File: src/rtl/db15_serial_reader.sv
// DB15 arcade adapter reader: clocks a 24-bit active-low 165-style shift chain
// and publishes two 12-button joystick words atomically once per frame.
module db15_serial_reader #(
    parameter int unsigned CLK_DIV = 24,
    parameter int unsigned GAP     = 16
) (
    input  logic        clk,
    input  logic        RESET,
    input  logic        JOY_DATA,
    output logic        JOY_CLK,
    output logic        JOY_LOAD,
    output logic [15:0] joystick1,
    output logic [15:0] joystick2,
    output logic        frame_done
);

    localparam int unsigned DIV_W  = 8;
    localparam int unsigned GAP_W  = 8;
    localparam int unsigned IDX_W  = 5;
    localparam int unsigned NBITS  = 24;
    localparam int unsigned NBTN   = 12;

    typedef enum logic [1:0] {
        IDLE,
        LOAD,
        LO,
        HI
    } state_t;

    state_t             state;
    state_t             state_nxt;
    logic [DIV_W-1:0]   div_cnt;
    logic               tick;
    logic [GAP_W-1:0]   gap_cnt;
    logic [GAP_W-1:0]   gap_nxt;
    logic [IDX_W-1:0]   bit_idx;
    logic [IDX_W-1:0]   idx_nxt;
    logic [NBITS-1:0]   shreg;
    logic               sync1;
    logic               sync2;
    logic               capture;
    logic               finish;
    logic               load_nxt;
    logic               jclk_nxt;

    assign tick = (div_cnt == DIV_W'(CLK_DIV - 1));

    // Free-running half-bit divider and input synchronizer
    always_ff @(posedge clk or posedge RESET) begin
        if (RESET) begin
            div_cnt <= '0;
            sync1   <= 1'b1;
            sync2   <= 1'b1;
        end else begin
            div_cnt <= tick ? '0 : div_cnt + DIV_W'(1);
            sync1   <= JOY_DATA;
            sync2   <= sync1;
        end
    end

    always_ff @(posedge clk or posedge RESET) begin
        if (RESET) begin
            state   <= IDLE;
            gap_cnt <= '0;
            bit_idx <= '0;
        end else begin
            state   <= state_nxt;
            gap_cnt <= gap_nxt;
            bit_idx <= idx_nxt;
        end
    end

    // gap_cnt doubles as the tick counter for the two-tick load strobe
    always_comb begin
        state_nxt = state;
        gap_nxt   = gap_cnt;
        idx_nxt   = bit_idx;
        capture   = 1'b0;
        finish    = 1'b0;
        if (tick) begin
            case (state)
                IDLE: begin
                    if (gap_cnt == GAP_W'(GAP - 1)) begin
                        state_nxt = LOAD;
                        gap_nxt   = '0;
                    end else begin
                        gap_nxt = gap_cnt + GAP_W'(1);
                    end
                end
                LOAD: begin
                    if (gap_cnt == GAP_W'(1)) begin
                        state_nxt = LO;
                        gap_nxt   = '0;
                        idx_nxt   = '0;
                    end else begin
                        gap_nxt = gap_cnt + GAP_W'(1);
                    end
                end
                LO: begin
                    capture   = 1'b1;
                    state_nxt = HI;
                end
                HI: begin
                    if (bit_idx == IDX_W'(NBITS - 1)) begin
                        finish    = 1'b1;
                        idx_nxt   = '0;
                        state_nxt = IDLE;
                    end else begin
                        idx_nxt   = bit_idx + IDX_W'(1);
                        state_nxt = LO;
                    end
                end
                default: state_nxt = IDLE;
            endcase
        end
        load_nxt = (state_nxt != LOAD);
        jclk_nxt = (state_nxt != LO);
    end

    // Adapter strobes follow the next state so they toggle on the same edge as the FSM
    always_ff @(posedge clk or posedge RESET) begin
        if (RESET) begin
            JOY_LOAD   <= 1'b1;
            JOY_CLK    <= 1'b1;
            frame_done <= 1'b0;
            shreg      <= '1;
            joystick1  <= '0;
            joystick2  <= '0;
        end else begin
            JOY_LOAD   <= load_nxt;
            JOY_CLK    <= jclk_nxt;
            frame_done <= finish;
            if (capture) begin
                shreg[bit_idx] <= sync2;
            end
            if (finish) begin
                joystick1 <= {4'b0000, ~shreg[NBTN-1:0]};
                joystick2 <= {4'b0000, ~shreg[NBITS-1:NBTN]};
            end
        end
    end

endmodule

File: config.mk
export PLATFORM = sky130hd
export DESIGN_NAME = db15_serial_reader
export DESIGN_NICKNAME = d
export VERILOG_FILES = /design/src/rtl/db15_serial_reader.sv
export SDC_FILE = /design/constraint.sdc
export NUM_CORES = 1
export LEC_CHECK = 0
export ABC_AREA = 1
export BUFFER_PORTS_ARGS = -buffer_cell sky130_fd_sc_hd__buf_2
export CORE_MARGIN = 1
export CORE_UTILIZATION = 50
export CTS_CLUSTER_SIZE = 10
export DETAILED_ROUTE_END_ITERATION = 8
export PLACE_DENSITY = 0.74
export SETUP_SLACK_MARGIN = 0.15
export SLEW_MARGIN = 10
export SYNTH_ARGS = -nofsm -noshare
export SYNTH_HDL_FRONTEND = slang
export SYNTH_SLANG_ARGS = --single-unit
File: constraint.sdc
create_clock -name clk -period 5.4 [get_ports clk]
set_input_delay 1.08 -clock clk [delete_from_list [all_inputs] [get_ports clk]]
set_output_delay 1.08 -clock clk [all_outputs]
set_load 0.005 [all_outputs]
==> summary.txt, run 1 <==
Clock network
  – Sink Count: 76
  – Max H-tree Level: 3
  – Clk_lat worst skew: 0.34 ns
  – Clock root buffer master: clkbuf_8
  – Number of setup buffers added after CTS: 0
  – CTS Hold Bufs: 0
  – CTS resizes: 0
  – TritonCTS clock tree: yes
  – Cts bufs inserted: 9
  – Bufs on Longest Clock Path: 2
  – CTS clk-pin slew, worst paths: 0.07 ns

Worst setup path
  – R2r startpoint: bit_idx[0]
  – Slowest-stage cell, CP: dfstp_2
  – CP max stage delay: 0.52 ns
  – Crit-path cells: buf_2
  – Worst Setup SP: JOY_LOAD
  – Worst setup SP type: flip-flop
  – CP max FO: 1
  – WP data arrival: 0.96 ns
  – Kind of critical path: reg2out
  – Buf+Inv Stages, Crit Path: 1
  – Crit path capture type: primary output
  – CP required: 4.32 ns
  – Top delay family on crit path: flip-flops

Synth
  – Cell with the most instances after synthesis: nand2_1
  – Dominant cells by area after synthesis: dfrtp_1 (32%), dfstp_2 (20%), nand2_1 (15%), nand3_1 (5.5%), nor2_1 (4.0%)
  – Synth top area share: 32.4%
  – Async SR Flop Fraction: 100%
  – Ys flop type: dfrtp_1
  – Post-Syn Instances: 452
  – FF+latch count, synth: 76
  – Post-synth EDFFs: 0
  – Avg Cell Area, Syn: 8.21 um^2
  – Most frequent cells after synthesis: nand2_1 (151), dfrtp_1 (48), nand3_1 (41)
  – Cell taking the most area after synthesis: dfrtp_1
  – Distinct cells, synth: 31
  – Syn. warnings: 0
  – Post-Synthesis Cell Area: 0.00371 mm^2
  – Post-synthesis sequential area ratio: 52.2%

Die
  – Chip height: 88.2 um
  – Initial core utilization: 51.5%
  – Die X: 88.2 um
  – Core Area: 0.00721 mm^2
  – Die ar.: 0.00777 mm^2
  – Row count: 31
  – I/O Pins: 38

Power and ir drop
  – Power share of the combinational group: 1.3%
  – NetSw: 0.218 mW
  – Internal power: 0.786 mW
  – Clk network pwr share: 41.5%
  – Net Sw Frac: 21.7%
  – Seq pwr share: 57.2%
  – Peak supply drop: 0.000108 V
  – Leak: 2.11 nW
  – Power Density: 247 mW/mm^2

Routing
  – Post-DRT Antenna Nets: 0
  – DR iter-0 viols: 156
  – Router iterations before antenna repair: 4
  – DRC errors left: 0
  – Wire length per cell: 11.0 um
  – Vias/cell: 4.84
  – DR vias: 2822
  – Detailed-route wire length: 6.41 mm

Placement
  – Dpl hpwl: 4.35 mm
  – DP Area: 0.00387 mm^2
  – # port buffers: 29
  – GP Congestion: 0.837

Timing
  – Count of final setup violators: 0
  – FMAX: 491 MHz
  – Minimum clock period: 2.04 ns
  – Setup TNS: 0 ns
  – Slew @ Worst Pin: 0.913 ns
  – Max-slew violations: 0
  – Worst slew margin: 39.1%
  – Final hold vios: 0
  – Clk_skew: 0.00675 ns
  – Final period util: 37.7%
  – RSZ-0062 raised after global routing: false

GRT
  – GRT Total Usage: 18.7%
  – Pin count of the biggest net entering global routing: 77
  – Vias in the first global route: 2631
  – Initial antenna violation count: 0
  – GRT overflow: 0
  – Global-route wire length before repair: 11.3 mm

Cells and area
  – Area growth from synthesis to layout: 9.47%
  – Nets: 489
  – Share of cells above drive strength 1: 19.6%
  – # fillers: 708
  – Fin area: 0.00406 mm^2
  – Final Util: 56.3%
  – Diodes inserted: 0

Hold path
  – Worst hold path type: reg2reg
  – Hold Path Origin: sync1

Run status
  – Status: finished clean

Job
  – Max-cap viol count: 0
## layout by cell type (no fill, tap or decap), types with 3 or more instances in the layout
master,n
dfstp_2,28
nand4_1,7
nand2_1,151
o21ai_2,5
o21ai_1,11
xor2_1,5
nor2_1,40
clkbuf_8,9
inv_1,38
o21ai_0,22
conb_1,8
a21oi_1,4
buf_2,29
inv_2,7
dfrtp_1,48
ha_1,7
nand2_2,3
nand3_1,41
## logic make-up (layout without fill, tap and decap cells)
kind of cell	count (synthesis)	count (layout)	share of synthesized area, %
AND/OR/NAND/NOR	251	251	28.9
adder cells (fa/ha/maj)	7	7	2.36
other	1	8	0.101
flip-flops	76	76	52.2
AO/OA/AOI/OAI	44	44	6.57
XOR/XNOR	6	6	1.42
buffers and inverters	67	92	8.53
## final timing paths
kind,to,slack (ns),cells after the start
max,JOY_LOAD,3.36,1
min,sync2,0.36,0
max reg2reg,joystick2[11],3.37,6
min reg2reg,sync2,0.36,0
max in group asynchronous,joystick1[7],3.80,3
min in group asynchronous,joystick1[0],1.01,3
## per-stage QoR
stage / instances / setup WS [ns] / hold slack, ns / total power [mW]
after CTS: 583 / 3.32 / 0.359 / 1.02
after detailed placement: 567 / 3.36 / 0.347 / 0.598
final: 583 / 3.36 / 0.358 / 1.00
after global placement: 567 / 3.37 / 0.347 / 0.598
after global routing: 583 / 3.16 / 0.362 / 1.05
after floorplan: 459 / 2.43 / 0.345 / 0.597
## power by group through the flow
stage	clock network [mW]	logic, mW	registers, mW
floorplan	0	0.0154	0.582
global placement	0	0.0138	0.584
detailed placement	0	0.0139	0.584
CTS	0.434	0.0139	0.574
global route	0.455	0.0160	0.574
finish	0.417	0.0129	0.574
## state kept, by name (all words and copies together) (netlist names), 2 cells and up
signal     cells
bit_idx        5
div_cnt        8
state          2
joystick1     12
joystick2     12
gap_cnt        8
shreg         24
## layer usage
metal	wire, um	share of wire, %	vias up	GRT usage (%)
met5	0	0	-	0
met1	3100	48	1306	23.0
met4	100	1.6	0	7.04
li1	-	-	1460	-
met3	170	2.7	12	3.39
met2	3040	47	44	32.6
## area by class of cell
class	count	area, um^2	area share, %
clock buffers	10	128	3.14
well taps	99	124	3.05
flip-flops and latches	76	1940	47.7
multi-input cells	316	1490	36.5
repair buffers	30	153	3.76
clock inverters	6	65.1	1.60
inverters	46	173	4.25
(Power assumes the default switching activity.)
==> run 2, diff against run 1 <==
Settings changed: PLACE_DENSITY 0.74 to 0.77.
Clock period 5.4 ns to 1.6 ns, I/O delays scaled along.
==> summary.txt, run 2 (synthesized netlist as in run 1, its figures left out) <==
Die
  – Chip height: 88.2 um (unchanged)
  – Die X: 88.2 um (unchanged)
  – I/O Pins: 38 (unchanged)
  – Row count: 31 (unchanged)
  – Core Area: 0.00721 mm^2 (unchanged)
  – Die ar.: 0.00777 mm^2 (unchanged)
  – Initial core utilization: 51.5% (unchanged)

Power and ir drop
  – Power share of the combinational group: 1.4% (was 1.3%)
  – Seq pwr share: 53.1% (was 57.2%)
  – NetSw: 0.832 mW (was 0.218 mW)
  – Net Sw Frac: 22.8% (was 21.7%)
  – Peak supply drop: 0.000490 V (was 0.000108 V)
  – Final Power: 3.65 mW (was 1.00 mW)
  – Clk network pwr share: 45.5% (was 41.5%)
  – Power Density: 694 mW/mm^2 (was 247 mW/mm^2)
  – Internal power: 2.82 mW (was 0.786 mW)
  – Leak: 2.63 nW (was 2.11 nW)

Timing
  – Minimum clock period: 1.64 ns
  – Setup TNS: -0.0648 ns (was 0 ns)
  – Final hold vios: 0 (unchanged)
  – Worst hold slack: 0.0671 ns (was 0.358 ns)
  – Slew @ Worst Pin: 0.614 ns (was 0.913 ns)
  – Clk_skew: 0.00906 ns (was 0.00675 ns)
  – Final period util: 102%
  – Max-slew violations: 0 (unchanged)
  – RSZ-0062 raised after global routing: true (was false)
  – Count of final setup violators: 4 (was 0)
  – Worst slew margin: 59.0% (was 39.1%)
  – FMAX: 611 MHz
  – Final critical-path setup slack: -0.0356 ns (was 3.36 ns)

Worst setup path
  – Crit path capture type: flip-flop (was primary output)
  – Buf+Inv Stages, Crit Path: 4 (was 1)
  – Worst setup SP type: flip-flop (unchanged)
  – Slowest-stage cell, CP: dfrtp_1 (was dfstp_2)
  – Crit-path cells: ha_4 > nand2_4 > inv_4 > nand2_8 > nor2_8 > nand2_4 > clkinv_8 > buf_12 > clkbuf_16 > nand2_1 > nand2_1 > nand2_1 (was buf_2)
  – Top delay family on crit path: simple AND/OR/NAND/NOR gates (was flip-flops)
  – Reg2reg path depth: 12 (was 6)
  – CP max FO: 7 (was 1)
  – CP required: 1.89 ns (was 4.32 ns)
  – CP max stage delay: 0.41 ns (was 0.52 ns)
  – WP data arrival: 1.92 ns (was 0.96 ns)
  – Most common cell on crit path: nand2_1
  – CP Depth: 12 (was 1)
  – Kind of critical path: reg2reg (was reg2out)

Routing
  – DR vias: 3252 (was 2822)
  – Router iterations before antenna repair: 4 (unchanged)
  – Wire length per cell: 15.4 um (was 11.0 um)
  – Detailed-route wire length: 9.64 mm (was 6.41 mm)
  – DRC errors left: 0 (unchanged)
  – DR iter-0 viols: 272 (was 156)
  – Vias/cell: 5.19 (was 4.84)
  – Post-DRT Antenna Nets: 0 (unchanged)

Clock network
  – Max H-tree Level: 3 (unchanged)
  – Cts bufs inserted: 9 (unchanged)
  – CTS clk-pin slew, worst paths: 0.09 ns (was 0.07 ns)
  – Sink Count: 76 (unchanged)
  – TritonCTS clock tree: yes (unchanged)
  – Bufs on Longest Clock Path: 2 (unchanged)
  – Clk_lat worst skew: 0.35 ns (was 0.34 ns)
  – CTS Hold Bufs: 0 (unchanged)
  – Clock root buffer master: clkbuf_8 (unchanged)

Hold path
  – Worst hold path type: in2async (was reg2reg)

Run status
  – Status: complete, but fails checks (was finished clean)
  – Failing checks: setup timing

Cells and area
  – Largest register FFs: 24 (unchanged)
  – Fin area: 0.00527 mm^2 (was 0.00406 mm^2)
  – Top Registers: shreg (24), joystick1 (12), joystick2 (12) (unchanged)
  – Final Util: 73.0% (was 56.3%)
  – Share of cells above drive strength 1: 50.7% (was 19.6%)
  – Nets: 532 (was 489)
  – Diodes inserted: 0 (unchanged)
  – Area growth from synthesis to layout: 41.9% (was 9.47%)
  – # fillers: 515 (was 708)
  – Most frequent cells in the layout: nand2_1 (85), nand2_2 (48), dfrtp_1 (44), inv_1 (33), buf_2 (30) (was nand2_1 (151), dfrtp_1 (48), nand3_1 (41), nor2_1 (40), inv_1 (38))
  – Most common cell after layout, fill and taps aside: nand2_1 (unchanged)
  – Most flop-heavy register: shreg (unchanged)
  – Non-filler instance count after layout: 626 (was 583)

GRT
  – GRT overflow: 0 (unchanged)
  – GRT Total Usage: 21.5% (was 18.7%)
  – Pin count of the biggest net entering global routing: 77 (unchanged)
  – Vias in the first global route: 2964 (was 2631)
  – Initial antenna violation count: 0 (unchanged)
  – Global-route wire length before repair: 13.0 mm (was 11.3 mm)

Placement
  – GP Congestion: 0.833 (was 0.837)
  – DP Area: 0.00398 mm^2 (was 0.00387 mm^2)
  – # port buffers: 29 (unchanged)
  – Dpl hpwl: 4.76 mm (was 4.35 mm)
  – Setup Slack @ Placement: 0.0277 ns (was 3.36 ns)
  – Inst Count DP: 574 (was 567)

Job
  – Max-cap viol count: 0 (unchanged)
run 2: cell types whose count changed in the layout (fill, tap and decap cells not counted), sizes merged:
cell      change
buf          +37
bufinv        +1
clkbuf        +4
clkinv        -2
clkinvlp      +2
inv           +1
run 2: routing by layer:
metal	vias up	global-route usage, %	part of all wire, %	routed length (um)
li1	1552	-	-	-
met1	1606	26.4	40	3860
met2	71	36.9	55	5270
met3	23	4.05	2.7	256
met4	0	8.94	2.5	241
met5	-	0	0	0
run 2: area by class of cell:
| type | instances | area (um^2) | share of cell area (%) |
|---|---|---|---|
| clock buffers | 9 | 124 | 2.35 |
| well taps | 99 | 124 | 2.35 |
| inverters | 46 | 201 | 3.83 |
| repair inverters | 1 | 5.00 | 0.0950 |
| flip-flops and latches | 76 | 1940 | 36.9 |
| repair buffers | 72 | 718 | 13.6 |
| clock inverters | 7 | 97.6 | 1.85 |
| multi-input cells | 316 | 2050 | 39.0 |
run 2: worst paths after layout:
check,start,to,slack (ns)
max,div_cnt[1],shreg[3],-0.04
min,RESET,joystick1[3],0.07
max reg2reg,div_cnt[1],shreg[3],-0.04
min reg2reg,sync1,sync2,0.36
max in group asynchronous,RESET,JOY_LOAD,1.18
min in group clk,JOY_DATA,sync1,0.07
run 2: power groups by stage:
| stage | registers [mW] | logic, mW | clock network, mW |
|---|---|---|---|
| 5_1_grt | 1.94 | 0.0594 | 1.76 |
| 2_1_floorplan | 1.96 | 0.0525 | 0 |
| 3_3_place_gp | 1.97 | 0.0510 | 0 |
| 3_5_place_dp | 1.97 | 0.0517 | 0 |
| 6_report | 1.94 | 0.0495 | 1.66 |
| 4_1_cts | 1.94 | 0.0516 | 1.65 |
run 2: tightest hold or removal path, cell delays in order:
cell and delay (ns):
buf_2 0.11, clkinvlp_4 0.07, buf_12 0.33
run 2: what timing repair did:
item                       4_1_cts  5_1_grt
setup buffers                   11       13
pin swaps                        8       53
gates resized for setup         18      184
setup endpoints to repair       62       68
cloned                           3        9
